$ cat config.mk
export PLATFORM = sky130hd
export DESIGN_NAME = jt900h_blkxfer
export DESIGN_NICKNAME = d
export VERILOG_FILES = /design/src/rtl/jt900h_blkxfer.sv
export SDC_FILE = /design/constraint.sdc
export NUM_CORES = 1
export LEC_CHECK = 0
export ABC_AREA = 0
export CAP_MARGIN = 40
export CORE_MARGIN = 3
export CORE_UTILIZATION = 33
export CTS_BUF_LIST = sky130_fd_sc_hd__clkbuf_16
export DETAILED_ROUTE_END_ITERATION = 7
export GPL_ROUTABILITY_DRIVEN = 0
export PLACE_DENSITY = 0.84
export SETUP_SLACK_MARGIN = 0.1
export SYNTH_ARGS = -nofsm -noshare
export SYNTH_HDL_FRONTEND = slang
export SYNTH_SLANG_ARGS = --single-unit
export TNS_END_PERCENT = 50
$ cat constraint.sdc
create_clock -name clk -period 2.48 [get_ports clk]
set_input_delay 0.62 -clock clk [delete_from_list [all_inputs] [get_ports clk]]
set_output_delay 0.62 -clock clk [all_outputs]
set_load 0.1 [all_outputs]
$ cat src/rtl/jt900h_blkxfer.sv
// rtl/jt900h_blkxfer.sv - TLCS-900H block transfer/compare sequencer (LDI/LDD/CPI/CPD and repeat forms)
//
// Ports:
//   clk, rst, cen        clock, synchronous active-high reset, clock enable
//   start, op, rep, len  command; op 0=LDI 1=LDD 2=CPI 3=CPD, rep=repeat form, len 0=byte 1=word
//   abort                pending interrupt, ends a repeat loop at the next iteration boundary
//   src_ptr, dst_ptr     current source / destination pointers from the register file
//   acc                  compare operand (A or WA)
//   bc_unity             registered BC==1 from the register file
//   mem_req, mem_we, mem_addr, mem_dout, mem_din, mem_ack   memory handshake
//   dec_bc, inc_xde, dec_xde, inc_xix, dec_xix, reg_inc, reg_dec, reg_step   register update strobes
//   busy, done, flag_v, flag_z   status

module jt900h_blkxfer (
    input  logic        rst,
    input  logic        clk,
    input  logic        cen,
    input  logic        start,
    input  logic [1:0]  op,
    input  logic        rep,
    input  logic        len,
    input  logic        abort,
    input  logic [31:0] src_ptr,
    input  logic [31:0] dst_ptr,
    input  logic [15:0] acc,
    input  logic        bc_unity,
    output logic        mem_req,
    output logic        mem_we,
    output logic [31:0] mem_addr,
    output logic [15:0] mem_dout,
    input  logic [15:0] mem_din,
    input  logic        mem_ack,
    output logic        dec_bc,
    output logic        inc_xde,
    output logic        dec_xde,
    output logic        inc_xix,
    output logic        dec_xix,
    output logic        reg_inc,
    output logic        reg_dec,
    output logic [1:0]  reg_step,
    output logic        busy,
    output logic        done,
    output logic        flag_v,
    output logic        flag_z
);

    typedef enum logic [2:0] {
        IDLE   = 3'd0,
        READ   = 3'd1,
        WRITE  = 3'd2,
        UPDATE = 3'd3,
        DONE   = 3'd4
    } state_t;

    state_t      state;
    logic [1:0]  op_q;
    logic        rep_q;
    logic        len_q;
    logic [15:0] data_q;

    logic is_cp;
    logic match;
    logic upd;

    // op[1] selects the compare forms, op[0] the decrementing forms
    assign is_cp = op_q[1];
    assign match = len_q ? (data_q == acc) : (data_q[7:0] == acc[7:0]);

    always_ff @(posedge clk) begin
        if (rst) begin
            state  <= IDLE;
            op_q   <= 2'd0;
            rep_q  <= 1'b0;
            len_q  <= 1'b0;
            data_q <= 16'd0;
            flag_v <= 1'b0;
            flag_z <= 1'b0;
        end else if (cen) begin
            case (state)
                IDLE: begin
                    if (start) begin
                        op_q  <= op;
                        rep_q <= rep;
                        len_q <= len;
                        state <= READ;
                    end
                end
                READ: begin
                    if (mem_ack) begin
                        data_q <= len_q ? mem_din : {8'd0, mem_din[7:0]};
                        state  <= is_cp ? UPDATE : WRITE;
                    end
                end
                WRITE: begin
                    if (mem_ack)
                        state <= UPDATE;
                end
                UPDATE: begin
                    // bc_unity still reflects BC before this iteration's decrement
                    flag_v <= ~bc_unity;
                    if (is_cp)
                        flag_z <= match;
                    if (rep_q && !bc_unity && !abort && !(is_cp && match))
                        state <= READ;
                    else
                        state <= DONE;
                end
                DONE: begin
                    state <= IDLE;
                end
                default: begin
                    state <= IDLE;
                end
            endcase
        end
    end

    // Bus outputs are decoded from the state register and gated by rst so a
    // reset drops the request in the same cycle it is asserted.
    assign mem_req  = !rst && (state == READ || state == WRITE);
    assign mem_we   = !rst && (state == WRITE);
    assign mem_addr = rst ? 32'd0 : (state == READ) ? src_ptr : (state == WRITE) ? dst_ptr : 32'd0;
    assign mem_dout = (!rst && state == WRITE) ? data_q : 16'd0;

    // Strobes last one cen cycle: UPDATE always leaves on the first enabled edge
    assign upd      = !rst && cen && (state == UPDATE);
    assign dec_bc   = upd;
    assign inc_xix  = upd && (op_q == 2'd0);
    assign inc_xde  = upd && (op_q == 2'd0);
    assign dec_xix  = upd && (op_q == 2'd1);
    assign dec_xde  = upd && (op_q == 2'd1);
    assign reg_inc  = upd && (op_q == 2'd2);
    assign reg_dec  = upd && (op_q == 2'd3);
    assign reg_step = upd ? {1'b0, len_q} : 2'd0;

    assign busy = (state != IDLE);
    assign done = !rst && cen && (state == DONE);

endmodule
* Yosys cells after proc, flatten, opt, wreduce, memory -nomap -nowiden *
Index checks and enable logic that the tools add are counted.
Widths: inputs -> output; s select.

word-level totals
  bits in registers = 25
  bits in latches = 0
  RAM bits = 0
  bits in read-only memories = 0
  bits of input ports = 107
  output and inout bits = 63
  word-level logic and storage cells = 59
  memories kept = 0

cells by class
  add/subtract/negate cells = 0
  multipliers = 0
  div/mod/pow operators = 0
  order comparisons = 0
  equality and inequality tests = 12
  shifts and indexed selects = 0
  mux-type cells = 13
  bitwise logic cells = 1
  reduce and logical (&&, ||, !) cells = 26

operator list
  kind                count
  $mux 32             3
  $mux 16             2
  $eq 16x16->1        1
  $logic_and 1x1->1   13
  $mux 3              4
  $pmux 3 s4          1
  $reduce_and 3->1    3
  $eq 8x8->1          1
  $eq 3x2->1 const B  2
  $ne 2x2->1 const B  3
  $eq 2x2->1 const B  2
  $logic_not 1->1     4
  $reduce_and 4->1    1
  $eq 3x1->1 const B  1
  $eq 3x3->1 const B  1
  $logic_not 3->1     1
  $mux 1              3
  $reduce_bool 3->1   1
  $eq 2x1->1 const B  1
  $logic_not 2->1     1
  $reduce_and 2->1    1
  $logic_or 1x1->1    1
  $not 1->1           1

* Depth between registers and ports, before layout *
  depth in word-level cells = 7
  depth in mapped cells = 8
  depth with buffers taken out = 5

* Least setup slack after synthesis *
No wires, ideal clock.

  kind = input port to output port
  from = in cen
  to = out dec_xix
  data arrival time = 3.501 ns
  required time = 1.860 ns
  path slack = -1.641 ns
  cell stages on the path = 7
  path buffers = 2
  path through = nor2b_4 > and3_1 > buf_6 > nor2b_4 > nand2_1 > nor2_1 > buf_4

between the ends
  longest elaborated chain between the ends = 3

ends and longest elaborated chain
  element                         line  text
  from (decl)                     17    input logic cen,
  $logic_and 1x1->1 (2 in a row)  126   assign upd = !rst && cen && (state == UPDATE);
  via dec_bc                      33    output logic dec_bc,
  $logic_and 1x1->1               n/a
  to (decl)                       37    output logic dec_xix,

The timed path passes the listed nets, and every way through them passes these cells.

* Worst setup path in the final report *
  from = reg state[0]
  to = out mem_addr[0]

between the ends
  longest elaborated chain between the ends = 4
  elaborated cells on any way between the ends = 5

ends and longest elaborated chain
  element                   line  text
  from (decl)               55    state_t state;
  from (signal assigned)    91    state <= is_cp ? UPDATE : WRITE;
  $eq 3x2->1                122   assign mem_addr = rst ? 32'd0 : (state == READ) ? src_ptr : (state == WRITE) ? dst_ptr : 32'd0;
  $mux 32                   122
  $mux 32 (*) (2 in a row)  122
  to (decl)                 29    output logic [31:0] mem_addr,

Mark *: on every way between the ends. The rest lies on a longest branch, timed or not.

==> reports/qor.yml <==
flow_run:
  drv_cap: 0
worst_setup_path:
  cp_cell_sequence: "nand2b_4 > nor3_4 > buf_6 > bufbuf_16 > a22o_1 > buf_12"
  cp_top_family: "buffers and inverters"
  critical_path_class: "reg -> out"
  critPathBufInv: 3
  cpMaxStageDelayCell: "dfxtp_4"
  worstPathMaxFanout: 11
  cp.arrival_ps: 1740
  cp.required_ps: 1860
  critPathMaxStageDelay_ps: 350
  cp-end-kind: "primary output"
  start_kind: "flip-flop"
synth:
  synth-seq-cells: 25
  synth_area_per_cell_um2: 8.12
  seq_area_frac_synth_pct: 27.9
  netlist_instances: 221
  synth_area_mm2: 0.00180
  ys_types: 34
  synth_nets: 328
  ys.warnings.count: 0
detailed_routing:
  viasPerCell: 5.29
  drc: 0
  dr.pass1.iters: 4
  antenna_left: 0
  drt-initial-drc-count: 55
  avgRoutedWirePerCell_um: 21.2
  drt-total-wl_mm: 9.71
  vias: 2427
sta:
  period_needed_ps: 2360
  min_period_over_period_pct: 95.1
  drv_slew: 0
  fin_worst_skew_ps: 8.53
  clock.fmax_mhz: 424
  hold_viol_final: 0
  finalSetupViolCount: 0
  fin_setup_tns_ps: 0
  whs_ps: 480
  setup_slack_ps: 123
  grt_setup_unrepaired: "true"
placed_design:
  io_buffers: 168
  hpwl_mm: 6.72
  place_ws_ps: -323
  placed_area_mm2: 0.00417
clock_tree:
  insertion_delay_ps: 260
  cts-root-buf: "clkbuf_16"
  cts.clk_slew.worst_paths_ps: 70
  numCtsBuffers: 3
  cts_max_level: 1
  clock-sinks: 25
  cts_tree: "done"
  cts_buffer_depth: 2
power:
  p_leak_uw: 0.00172
  fin_total_pwr_uw: 1360
  peakVddDrop_v: 0.000263
  p_per_area_mw_per_mm2: 306
finish:
  drive_gt1_share_pct: 34.4
  final_nets: 497
  area_delta_synth_final_pct: 148
  multi_input_area_mm2: 0.00128
  design_area_mm2: 0.00445
  fillCellCount: 250
  diodes: 0
  ff_latch_area_um2: 509
outcome:
  status: "completed"
global_route:
  track_usage_pct: 29.5
  antenna_found_initial: 0
  first_global_vias: 2508
  gr-total-overflow: 0
  grt_max_degree: 33
  grt_pass1_wl_mm: 14.4
hold_path:
  hold_class: "reg -> reg"
floorplanning:
  die-width_um: 79.8
  ios: 170
  row_count: 26
  fp.dieH_um: 79.8
  die_area_mm2: 0.00636
  start_util_pct: 34.7
  core_mm2: 0.00517
## metrics by stage
step                      util (%)  cells
after global placement        80.6    446
after CTS                     85.7    457
after floorplan                  -    221
after global routing          86.1    459
after detailed placement      80.6    446
final                         86.1    459
## worst paths after layout
check	slack, ps	end	cells after the start	from
setup / recovery	120	mem_addr[0]	6	state[0]
hold / removal	480	data_q[13]	2	data_q[13]
setup reg to reg	980	data_q[9]	6	state[1]
hold reg to reg	480	data_q[13]	2	data_q[13]
## layout by cell type, fill, tap and decap left out, types with 3 or more instances in the layout
cell type          n
clkbuf_16          3
nand3_1            8
a22o_4             8
nand4_1            6
a21oi_1           21
dfxtp_1           22
nand2_1           29
and2_2             9
a22o_2            10
and2_1             7
buf_6              3
nor2_1            10
buf_12            62
xnor2_1           16
clkdlybuf4s50_1  104
buf_4             15
a22o_1            14
nand3_2            3
mux2i_1            4
## final cells by class
| class | count | share of cell area, % |
|---|---|---|
| Clock inverter | 1 | 0.112 |
| Tap cell | 70 | 1.97 |
| Sequential cell | 25 | 11.4 |
| Clock buffer | 3 | 1.69 |
| Timing Repair Buffer | 187 | 56.1 |
| Multi-Input combinational cell | 173 | 28.7 |
## cell usage after synthesis
| cell | instances | share of area, % |
|---|---|---|
| nor2_1 | 12 | 2.5 |
| nand4_1 | 6 | 2.1 |
| nor2b_4 | 2 | 1.5 |
| buf_2 | 6 | 1.7 |
| nand2b_1 | 2 | 0.70 |
| o311ai_0 | 1 | 0.49 |
| and2b_1 | 1 | 0.42 |
| and2b_2 | 1 | 0.49 |
| a22o_1 | 32 | 16 |
| clkbuf_1 | 5 | 1.0 |
| nand2_1 | 29 | 6.1 |
| nor3_2 | 1 | 0.56 |
| xnor2_1 | 16 | 7.8 |
| and3b_1 | 1 | 0.49 |
| o21ai_1 | 1 | 0.28 |
| o21ai_0 | 2 | 0.56 |
| nand3_1 | 8 | 2.2 |
| nand3_2 | 3 | 1.7 |
| a211oi_1 | 3 | 1.3 |
| nor3_4 | 1 | 0.91 |
| mux2i_1 | 4 | 2.2 |
| and3_1 | 4 | 1.4 |
| o211ai_1 | 1 | 0.42 |
| nor3b_2 | 1 | 0.70 |
| buf_6 | 2 | 1.3 |
| conb_1 | 1 | 0.21 |
| nand2b_4 | 1 | 0.77 |
| dfxtp_1 | 25 | 28 |
| buf_8 | 1 | 0.84 |
| and2_2 | 1 | 0.42 |
| and2_1 | 16 | 5.6 |
| buf_4 | 9 | 3.8 |
| a21oi_1 | 21 | 5.9 |
| or3_1 | 1 | 0.35 |
## power by group
group	internal [µW]	total, µW	switching, µW
clock network	218	369	152
logic	287	571	284
registers	408	420	12.0
## logic make-up after synthesis
logic type,Yosys count,synth area share (%)
AOI/OAI and AO/OA,61,24.5
xor gates and xnor gates,16,7.80
buffers and inverters,23,8.57
DFF,25,27.9
muxes,4,2.23
other,1,0.209
and+or+nand+nor,91,28.9
## metal layers
layer / track usage [%] / routed length [µm] / vias up
li1: - / - / 1113
met1: 28.7 / 3210 / 1146
met2: 57.5 / 5240 / 136
met3: 9.03 / 906 / 32
met4: 10.6 / 355 / 0
met5: 0 / 0 / -
## worst min-delay path: stages, from the launching register on
cell and delay, ps:
dfxtp_1 330, nand2_1 60, a21oi_1 50
## state kept, by name (all words and copies together), names as in the netlist
register,flops
len_q,1
data_q,16
rep_q,1
state,3
flag_v,1
flag_z,1
op_q,2
## repair_timing
action,4_1_cts,5_1_grt
gates cloned,2,0
hold buffers,0,0
gates resized for setup,24,1
endpoints found under the setup margin,58,18
buffers inserted,5,2
pin swaps,4,1
Power figures use the tool's default switching activity.
